$ cat src/rtl/config.svh
// Build-wide configuration shared by the rename/commit blocks.
`ifndef COMMIT_WIDTH
`define COMMIT_WIDTH 4
`endif

$ cat src/rtl/preg_reclaim_pkg.sv
// Shared types and helpers for physical-register reclamation.
package preg_reclaim_pkg;
    localparam int PHY_REG_NUM = 64;
    localparam int PW          = $clog2(PHY_REG_NUM);
    localparam int POP_W       = 32;

    typedef logic [PW-1:0] preg_t;

    function automatic int unsigned popcount(input logic [POP_W-1:0] v);
        int unsigned n;
        n = 0;
        for (int i = 0; i < POP_W; i++) n += 32'(v[i]);
        return n;
    endfunction
endpackage

$ cat src/rtl/preg_reclaim_slot_compact.sv
// Prefix-sum packer: moves valid slots, in order, into lanes 0..count-1.
module slot_compact #(
    parameter int LANES = 4,
    parameter int W     = 6,
    parameter int CW    = $clog2(LANES + 1)
) (
    input  logic [LANES-1:0]        valid,
    input  logic [LANES-1:0][W-1:0] data,
    output logic [LANES-1:0]        lane_valid,
    output logic [LANES-1:0][W-1:0] lane_data,
    output logic [CW-1:0]           count
);
    logic [CW-1:0] pre [LANES];
    logic [CW-1:0] run;

    always_comb begin
        lane_valid = '0;
        lane_data  = '0;
        run        = '0;
        for (int i = 0; i < LANES; i++) begin
            pre[i] = run;
            run    = run + CW'(valid[i]);
        end
        count = run;
        // Each output lane takes the slot whose prefix count equals its index.
        for (int l = 0; l < LANES; l++) begin
            for (int i = 0; i < LANES; i++) begin
                if (valid[i] && pre[i] == CW'(l)) begin
                    lane_valid[l] = 1'b1;
                    lane_data[l]  = data[i];
                end
            end
        end
    end
endmodule

$ cat src/rtl/preg_reclaim.sv
// Collects old pregs released by committing instructions and streams them
// to the free list, tracking the architectural free-list pointers.
`include "config.svh"

module preg_reclaim #(
    parameter int PHY_REG_NUM  = preg_reclaim_pkg::PHY_REG_NUM,
    parameter int COMMIT_WIDTH = `COMMIT_WIDTH,
    parameter int PW           = $clog2(PHY_REG_NUM)
) (
    input  logic                            clk,
    input  logic                            rst,
    input  logic                            flush_i,
    input  logic [COMMIT_WIDTH-1:0]         commit_valid_i,
    input  logic [COMMIT_WIDTH-1:0]         commit_dest_valid_i,
    input  logic [COMMIT_WIDTH-1:0][PW-1:0] commit_old_preg_i,
    output logic                            commit_ready_o,
    output logic [COMMIT_WIDTH-1:0]         free_valid_o,
    output logic [COMMIT_WIDTH-1:0][PW-1:0] free_preg_o,
    input  logic                            free_ready_i,
    output logic [PW-1:0]                   arch_head_o,
    output logic [PW-1:0]                   arch_tail_o,
    output logic [PW:0]                     arch_cnt_o
);
    localparam int CNTW = $clog2(COMMIT_WIDTH + 1);

    logic                            stage_vld, accept, drain;
    logic [COMMIT_WIDTH-1:0]         rel_mask, cmp_valid;
    logic [COMMIT_WIDTH-1:0][PW-1:0] cmp_preg;
    logic [CNTW-1:0]                 d_cnt, f_cnt;
    logic [PW-1:0]                   head_q, tail_q, head_d, tail_d;
    logic [PW:0]                     cnt_q, cnt_d;

    // Flush never discards releases, so it has no effect on this block.
    logic unused_flush;
    assign unused_flush = flush_i;

    assign stage_vld      = |free_valid_o;
    assign commit_ready_o = !stage_vld || free_ready_i;
    assign accept         = !rst && (|commit_valid_i) && commit_ready_o;
    assign drain          = !rst && stage_vld && free_ready_i;
    assign rel_mask       = commit_valid_i & commit_dest_valid_i & {COMMIT_WIDTH{accept}};

    slot_compact #(.LANES(COMMIT_WIDTH), .W(PW), .CW(CNTW)) u_compact (
        .valid      (rel_mask),
        .data       (commit_old_preg_i),
        .lane_valid (cmp_valid),
        .lane_data  (cmp_preg),
        .count      (d_cnt)
    );

    assign f_cnt = drain ? CNTW'(preg_reclaim_pkg::popcount(
                       preg_reclaim_pkg::POP_W'(free_valid_o))) : '0;

    // Power-of-two index space: natural truncation gives the wrap.
    assign head_d = head_q + PW'(d_cnt);
    assign tail_d = tail_q + PW'(f_cnt);
    assign cnt_d  = cnt_q + (PW+1)'(f_cnt) - (PW+1)'(d_cnt);

    assign arch_head_o = head_d;
    assign arch_tail_o = tail_d;
    assign arch_cnt_o  = cnt_d;

    always_ff @(posedge clk or posedge rst) begin
        if (rst) begin
            free_valid_o <= '0;
            free_preg_o  <= '0;
            head_q       <= '0;
            tail_q       <= '0;
            cnt_q        <= (PW+1)'(PHY_REG_NUM);
        end else begin
            head_q <= head_d;
            tail_q <= tail_d;
            cnt_q  <= cnt_d;
            if (accept && d_cnt != '0) begin
                free_valid_o <= cmp_valid;
                free_preg_o  <= cmp_preg;
            end else if (drain) begin
                free_valid_o <= '0;
                free_preg_o  <= '0;
            end
        end
    end

    int cnt_next;
    assign cnt_next = int'(cnt_q) + int'(f_cnt) - int'(d_cnt);

    always_ff @(posedge clk) begin
        if (!rst) begin
            assert (cnt_next >= 0 && cnt_next <= PHY_REG_NUM)
            else $error("preg_reclaim: free count out of range (%0d)", cnt_next);
        end
    end
endmodule

$ cat config.mk
export PLATFORM = sky130hd
export DESIGN_NAME = preg_reclaim
export DESIGN_NICKNAME = d
export VERILOG_FILES = /design/src/rtl/preg_reclaim_pkg.sv /design/src/rtl/preg_reclaim_slot_compact.sv /design/src/rtl/preg_reclaim.sv
export VERILOG_INCLUDE_DIRS = /design/src /design/src/rtl
export SDC_FILE = /design/constraint.sdc
export NUM_CORES = 1
export LEC_CHECK = 0
export ABC_CLOCK_PERIOD_IN_PS = 7600
export BUFFER_PORTS_ARGS = -buffer_cell sky130_fd_sc_hd__buf_2
export CORE_MARGIN = 10
export CORE_UTILIZATION = 40
export CTS_CLUSTER_DIAMETER = 100
export DETAILED_ROUTE_END_ITERATION = 12
export GPL_TIMING_DRIVEN = 0
export PLACE_DENSITY = 0.68
export SLEW_MARGIN = 20
export SYNTH_ARGS = -nofsm -noshare
export SYNTH_HDL_FRONTEND = slang
export SYNTH_SLANG_ARGS = --single-unit
export TNS_END_PERCENT = 1
$ cat constraint.sdc
create_clock -name clk -period 7.6 [get_ports clk]
set_input_delay 1.52 -clock clk [delete_from_list [all_inputs] [get_ports clk]]
set_output_delay 1.52 -clock clk [all_outputs]
set_load 0.05 [all_outputs]
==> results of run 1 <==
[per-layer routing]
metal	up-vias	wire [um]
met4	0	233
met3	22	712
met1	1399	4199
met2	118	4465
li1	1414	-
met5	-	0
[worst paths after layout]
path | startpoint | endpoint
setup / recovery | free_ready_i | arch_cnt_o[5]
hold / removal | tail_q[5] | tail_q[5]
setup reg to reg | free_valid_o[0] | cnt_q[6]
hold reg to reg | tail_q[5] | tail_q[5]
max in group asynchronous | rst | cnt_q[6]
min in group asynchronous | rst | free_preg_o[22]
[state kept, by name (all words and copies together) (netlist names)]
signal        flops
free_preg_o      24
cnt_q             7
head_q            6
tail_q            6
free_valid_o      4
[power groups by stage]
stage	combinational, mW	sequential [mW]	clock [mW]
CTS	1.17	0.385	0.187
global route	1.26	0.397	0.199
detailed placement	1.16	0.389	0
floorplan	0.776	0.515	0
finish	1.17	0.385	0.185
global placement	1.14	0.386	0
[placed cells by master (no fill, tap or decap), types with 2 or more instances in the layout]
master,synthesis,final
fa_1,8,8
o221ai_1,6,6
xnor2_1,8,8
inv_1,38,37
a21oi_1,19,18
a211oi_1,2,2
a31oi_1,6,6
buf_4,0,5
nand3_1,8,8
xor2_1,4,4
dfrtp_1,46,46
o211ai_1,8,8
o21ai_0,17,17
nand4b_1,2,2
nor2_1,6,6
ha_1,23,23
a32oi_1,6,6
a41oi_1,2,2
a22oi_1,13,13
and3_1,6,5
o2bb2ai_1,6,6
and4b_1,5,5
o22ai_1,5,5
mux2i_1,6,6
a21o_1,4,4
buf_2,3,84
a221o_1,6,6
clkbuf_8,0,5
nor2b_1,2,2
a22o_1,5,5
nand2_1,20,20
clkbuf_1,16,15
nand2b_1,2,2
and2_1,2,2
nor3_1,6,6
[stage by stage]
stage | TNS (ps) | instance area, um^2 | power, mW | hold slack (ps) | setup slack (ps)
after floorplan | 0 | 3209 | 1.291 | 742.0 | 277.8
after global placement | -955.1 | 3737 | 1.526 | 445.0 | -315.0
after detailed placement | -1112 | 3759 | 1.550 | 448.4 | -380.2
after CTS | 0 | 3876 | 1.738 | 465.3 | 63.75
after global routing | 0 | 3920 | 1.857 | 480.8 | 1.701
final | 0 | 3920 | 1.741 | 464.0 | 252.5
[area by class of cell]
class	instances	area [um^2]	share of cell area [%]
plain buffers	21	96.34	2.458
clock buffers	7	76.32	1.947
clock inverters	1	30.03	0.7660
inverters	39	151.4	3.862
multi-input cells	227	1808	46.12
flip-flops and latches	47	1177	30.04
well taps	102	127.6	3.256
repair buffers	85	452.9	11.55
[timing repair]
item | 4_1_cts | 5_1_grt
endpoints found under the hold margin | 0 | 0
gates resized for setup | 4 | 9
hold buffers | 0 | 0
setup buffers | 0 | 4
pin swaps | 0 | 1
setup endpoints to repair | 4 | 3
[kinds of logic (layout without fill, tap and decap cells)]
| kind of cell | count (synthesis) | in the layout | share of synthesized area (%) |
|---|---|---|---|
| AOI/OAI and AO/OA | 111 | 111 | 25.22 |
| buffers and inverters | 60 | 153 | 7.368 |
| xor gates and xnor gates | 12 | 12 | 3.275 |
| muxes | 6 | 6 | 1.871 |
| adders and majority gates | 31 | 31 | 13.96 |
| DFF | 47 | 47 | 36.69 |
| and+or+nand+nor | 67 | 67 | 11.62 |
==> run_results.csv, run 1 <==
group,metric,value,unit
global_route,overflow,0,
synth,synth_cell_type_count,51,
synth,synth_area_leaders,"dfrtp_1, ha_1, fa_1, inv_1, a22oi_1",
route,antenna_left,0,
global_route,grt.busiest_layer,"met2",
setup_path,crit_chain,"buf_2 -> clkinvlp_4 -> a21oi_4 -> buf_2 -> and3_2 -> fa_1 -> ha_1 -> fa_1 -> fa_1 -> inv_1 -> ha_1 -> a21o_1 -> a21oi_1 -> or4_1 -> o2111ai_1 -> buf_2",
clock_network,clk_path_buf_depth,2,
layout,diodes,0,
clock_network,clock_latency,310,ps
global_route,use_met1,20.80,%
job,max_cap_viol_count,0,
global_route,antenna_found_initial,0,
setup_path,critPathMaxFanout,10,
placed_design,gp_congestion,0.9156,
sta,min_period,7347,ps
global_route,grtUsageTotal,15.91,%
floorplanning,floorplan.initialDensity,41.32,%
clock_network,h-tree-depth,2,
sta,drv_slew,0,
route,vias,2953,
setup_path,rr_worst_depth,17,
clock_network,cts_tree,"done",
setup_path,rrSetupSlack,2730,ps
sta,finalSetupViolCount,0,
power,clkPwrFrac,10.7,%
global_route,grt_pass1_vias,2990,
setup_path,slowest_delay,540,ps
synth,synth_edf_count,0,
outcome,status,"complete, no violations",
setup_path,cpMaxStageDelayCell,"fa_1",
placed_design,dpl.cell_count,517,
setup_path,arrival,5830,ps
setup_path,path_class,"in -> out",
power,power.density,444.1,nW/um^2
synth,syn_inst,334,
setup_path,path_delay_family,"adder cells",
sta,fmax,0.1361,GHz
floorplanning,fp.dieH,109.6,um
layout,fillers,768,
route,drt_first_pass_iters,5,
min_path,hp-class,"reg -> reg",
floorplanning,die_area,12010,um^2
layout,stdcell_count,529,
synth,synth_top_area_share,35.87,%
global_route,grt_pass1_wl,15410,um
floorplanning,io_pins,84,
synth,synth_common_cells,"dfrtp_1, inv_1, ha_1, nand2_1, a21oi_1",
sta,clock_skew,12.37,ps
floorplanning,core,7767,um^2
power,switchingPower,0.9945,mW
setup_path,required,6080,ps
synth,yosysSeqAreaShare,36.69,%
clock_network,cts_root_buf,"clkbuf_8",
synth,synthArstFlopShare,100.0,%
power,p_comb_share,67.2,%
setup_path,end_kind,"primary output",
route,routed_wl,9611,um
synth,syn-mean-instance-area,9.609,um^2
floorplanning,die_x,109.6,um
clock_network,clk_pin_slew,90,ps
sta,max_slew.worst_pin.slew,742.4,ps
route,viasPerCell,5.582,
sta,max-slew-margin-rel,50.41,%
power,p_leak,1.953,nW
floorplanning,rows,32,
placed_design,port_buffers,80,
global_route,use_met2,25.00,%
clock_network,cts_sinks,47,
synth,yosysWarnings,0,
layout,finalCoreUtilization,50.47,%
synth,synth.most_common_cell,"dfrtp_1",
clock_network,cts_inserted_buffers,5,
power,power.internal,0.7464,mW
sta,period_share,96.68,%
power,switching_share,57.12,%
setup_path,critPathLaunchType,"input port",
global_route,grt_max_degree,35,
route,drc,0,
sta,hold_viol,0,
power,sequentialPowerShare,22.1,%
synth,synth-main-ff-cell,"dfrtp_1",
route,drt-initial-drc-count,163,
layout,area_growth,22.14,%
setup_path,path_depth,16,
placed_design,dpl.hpwl,7615,um
synth,syn_nets,401,
synth,netlist_area,3209,um^2
layout,nets,493,
route,wl_per_cell,18.17,um
min_path,holdPathStages,1,
sta,rsz0062_at_grt,"no",
global_route,grtUsageMet3,3.686,%
setup_path,crit_buf_inv,5,
power,peakVddDrop,0.5861,mV
synth,ys_seq_elements,47,
synth,yosysTopAreaCell,"dfrtp_1",
layout,drive_gt1_share,25.06,%
Note: power is estimated with default switching activity, not from simulation.
==> inputs of run 2 (changes only) <==
SYNTH_HIERARCHICAL = 1   (was unset)
==> run 2 against run 1 <==
  * Non-clock buffer count fell by 4
  * Highest routed layer unchanged
  * Worst setup slack got worse by 6.2 ps
  * Via count fell by 5.6%
  * Critical endpoint is now arch_cnt_o[6]
  * Global-route usage fell by 1.1 points
  * Clock power barely moved
  * Routed wire length fell by 11%
==> run_results.csv, run 2 <==
group,metric,value,unit
placed_design,place_ws,-289.2,ps
layout,drive_gt1_share,28.80,%
power,p_leak,1.976,nW
route,drt_first_pass_iters,4,
sta,max_slew.worst_pin.slew,555.3,ps
placed_design,dpl.cell_count,534,
sta,hold_viol,0,
route,wl_met2,4041,um
layout,final_common_cell,"buf_2",
min_path,hp-class,"reg -> reg",
synth,synth_top_area_share,36.77,%
setup_path,path_class,"in -> out",
layout,regMostFlops,"free_preg_o",
power,p_comb_share,64.4,%
synth,synth_area_leaders,"dfrtp_1, ha_1, nand2_1, nand3_1, fa_1",
global_route,grt_max_degree,26,
setup_path,end_kind,"primary output",
route,viasPerCell,5.133,
placed_design,gp_congestion,0.8817,
synth,synth_edf_count,0,
sta,min_period,7354,ps
clock_network,clock_latency,300,ps
clock_network,cts_inserted_buffers,5,
setup_path,rrSetupSlack,2530,ps
setup_path,critPathLaunch,"free_ready_i",
synth,syn-mean-instance-area,8.970,um^2
sta,fin_tns_setup,0,ps
route,vias,2787,
setup_path,critPathLaunchType,"input port",
clock_network,h-tree-depth,2,
power,power.density,391.5,nW/um^2
clock_network,clk_pin_slew,90,ps
sta,period_share,96.76,%
floorplanning,floorplan.initialDensity,40.72,%
synth,yosysSeqAreaShare,37.61,%
clock_network,cts_tree,"done",
setup_path,critPathMaxFanout,10,
clock_network,ctsHoldBuffers,0,
setup_path,arrival,5830,ps
synth,syn_inst,349,
synth,yosysTopAreaCell,"dfrtp_1",
layout,diodes,0,
sta,layout_setup_ws,246.3,ps
route,drc,0,
route,route.met3.wl,665,um
power,peakVddDrop,0.1674,mV
layout,stdcell_count,543,
layout,final_cell_mix,"buf_2, nand2_1, dfrtp_1",
synth,yosysWarnings,6,
outcome,status,"complete, no violations",
clock_network,clk_path_buf_depth,2,
synth,synth.most_common_cell,"nand2_1",
synth,synth_cell_type_count,45,
route,met1_length,3773,um
global_route,grt_pass1_wl,14230,um
route,antenna_left,0,
floorplanning,die_x,108.5,um
setup_path,cpMaxStageDelayCell,"fa_2",
power,sequentialPowerShare,23.3,%
power,switching_share,54.70,%
setup_path,rr_worst_depth,19,
sta,rsz0062_at_grt,"no",
placed_design,dpl.hpwl,6904,um
synth,ys_seq_elements,47,
route,wl_per_cell,15.69,um
sta,drv_slew,0,
synth,synth-main-ff-cell,"dfrtp_1",
global_route,overflow,0,
placed_design,port_buffers,82,
synth,synth_common_cells,"nand2_1, dfrtp_1, nand3_1, inv_1, ha_1",
synth,netlist_area,3131,um^2
floorplanning,die_area,11760,um^2
setup_path,reg2reg_from,"free_valid_o[1]",
clock_network,cts_root_buf,"clkbuf_8",
floorplanning,fp.dieH,108.5,um
sta,clock_skew,10.01,ps
synth,synthArstFlopShare,100.0,%
floorplanning,rows,32,
sta,finalSetupViolCount,0,
power,p_total,1.513,mW
sta,max-slew-margin-rel,62.93,%
setup_path,slowest_delay,610,ps
setup_path,cp_common_cell,"inv_1",
setup_path,cp-endpoint,"arch_cnt_o[6]",
setup_path,required,6080,ps
power,power.internal,0.6852,mW
floorplanning,core,7687,um^2
layout,reg_top3,"free_preg_o (24), cnt_q (7)",
setup_path,crit_chain,"buf_2 -> inv_1 -> a211oi_4 -> buf_6 -> and3_2 -> buf_4 -> inv_1 -> fa_2 -> and2b_1 -> nor2b_1 -> xor2_2 -> fa_1 -> inv_1 -> ha_1 -> nor2b_1 -> o31a_1 -> or4_1 -> nand3_2 -> buf_6",
layout,nets,504,
clock_network,cts_sinks,47,
global_route,antenna_found_initial,0,
layout,largest_register_ffs,24,
global_route,grt_pass1_vias,2864,
layout,area_growth,23.42,%
route,routed_wl,8518,um
route,drt-initial-drc-count,115,
setup_path,r2r_end,"cnt_q[6]",
power,clkPwrFrac,12.3,%
power,switchingPower,0.8274,mW
job,max_cap_viol_count,0,
floorplanning,io_pins,84,
sta,fmax,0.1360,GHz
route,top_layer_used,"met4",
global_route,grtUsageTotal,14.81,%
synth,syn_nets,413,
## run 2: cell count changes after synthesis, moves of 7 or more
cell	delta
o31ai_1	+7
nand2_1	+38
nand3_1	+21
a21oi_1	-13
o21ai_1	+14
inv_1	-10
o21ai_2	+10
clkbuf_1	-9
a22oi_1	-13
## run 2: final cells by class
class,count,area [um^2]
flip-flops and latches,47,1177
multi-input cells,256,1785
plain buffers,18,111.4
fillers,757,3824
well taps,102,127.6
clock buffers,5,68.82
repair buffers,84,444.2
inverters,28,105.1
clock inverters,3,43.79
## run 2: per-layer routing
metal  GRT usage [%]  up-vias
li1                -     1394
met1           18.86     1314
met2           24.35       75
met3           4.640        4
met4           2.637        0
met5               0        -
## run 2: worst min path at each step
stage / start / endpoint / slack (ps) / cells after the start
2_1_floorplan: head_q[5] / head_q[5] / 740 / 1
3_3_place_gp: tail_q[5] / tail_q[5] / 440 / 1
3_5_place_dp: tail_q[5] / tail_q[5] / 450 / 1
4_1_cts: tail_q[5] / tail_q[5] / 460 / 1
5_1_grt: tail_q[5] / tail_q[5] / 470 / 1
6_report: tail_q[5] / tail_q[5] / 460 / 1
## run 2: power by group through the flow
stage                     Sequential [mW]  Clock, mW  Combinational [mW]
after CTS                           0.354      0.193               0.971
after global routing                0.362      0.204                1.05
after detailed placement            0.357          0               0.957
after global placement              0.355          0               0.937
final                               0.353      0.186               0.974
after floorplan                     0.419          0               0.686
## run 2: cells by family after synthesis
logic type / share of synthesized area, %
AO/OA/AOI/OAI: 17.39
XOR/XNOR: 4.196
adder cells (fa/ha/maj): 12.87
buffers and inverters: 6.594
flip-flops: 37.61
AND/OR/NAND/NOR: 21.34
## run 2: critical path, delay by kind of cell
family	cells	cell delay, ps
buffers and inverters	7	790
AOI/OAI and AO/OA	2	540
xor gates and xnor gates	1	170
and+or+nand+nor	6	1310
adders and majority gates	3	1500
## run 2: repair_timing
item	CTS	global route
resized for setup	6	9
setup endpoints to repair	2	3
pin swaps	1	2
setup buffers	0	1
## run 2: per-stage QoR
stage / area, um^2 / utilization [%] / hold WS [ps]
2_1_floorplan: 3131 / - / 742.0
3_5_place_dp: 3689 / 47.98 / 449.1
5_1_grt: 3864 / 50.26 / 474.0
6_report: 3864 / 50.26 / 460.0
4_1_cts: 3824 / 49.74 / 461.6
3_3_place_gp: 3669 / 47.72 / 443.8
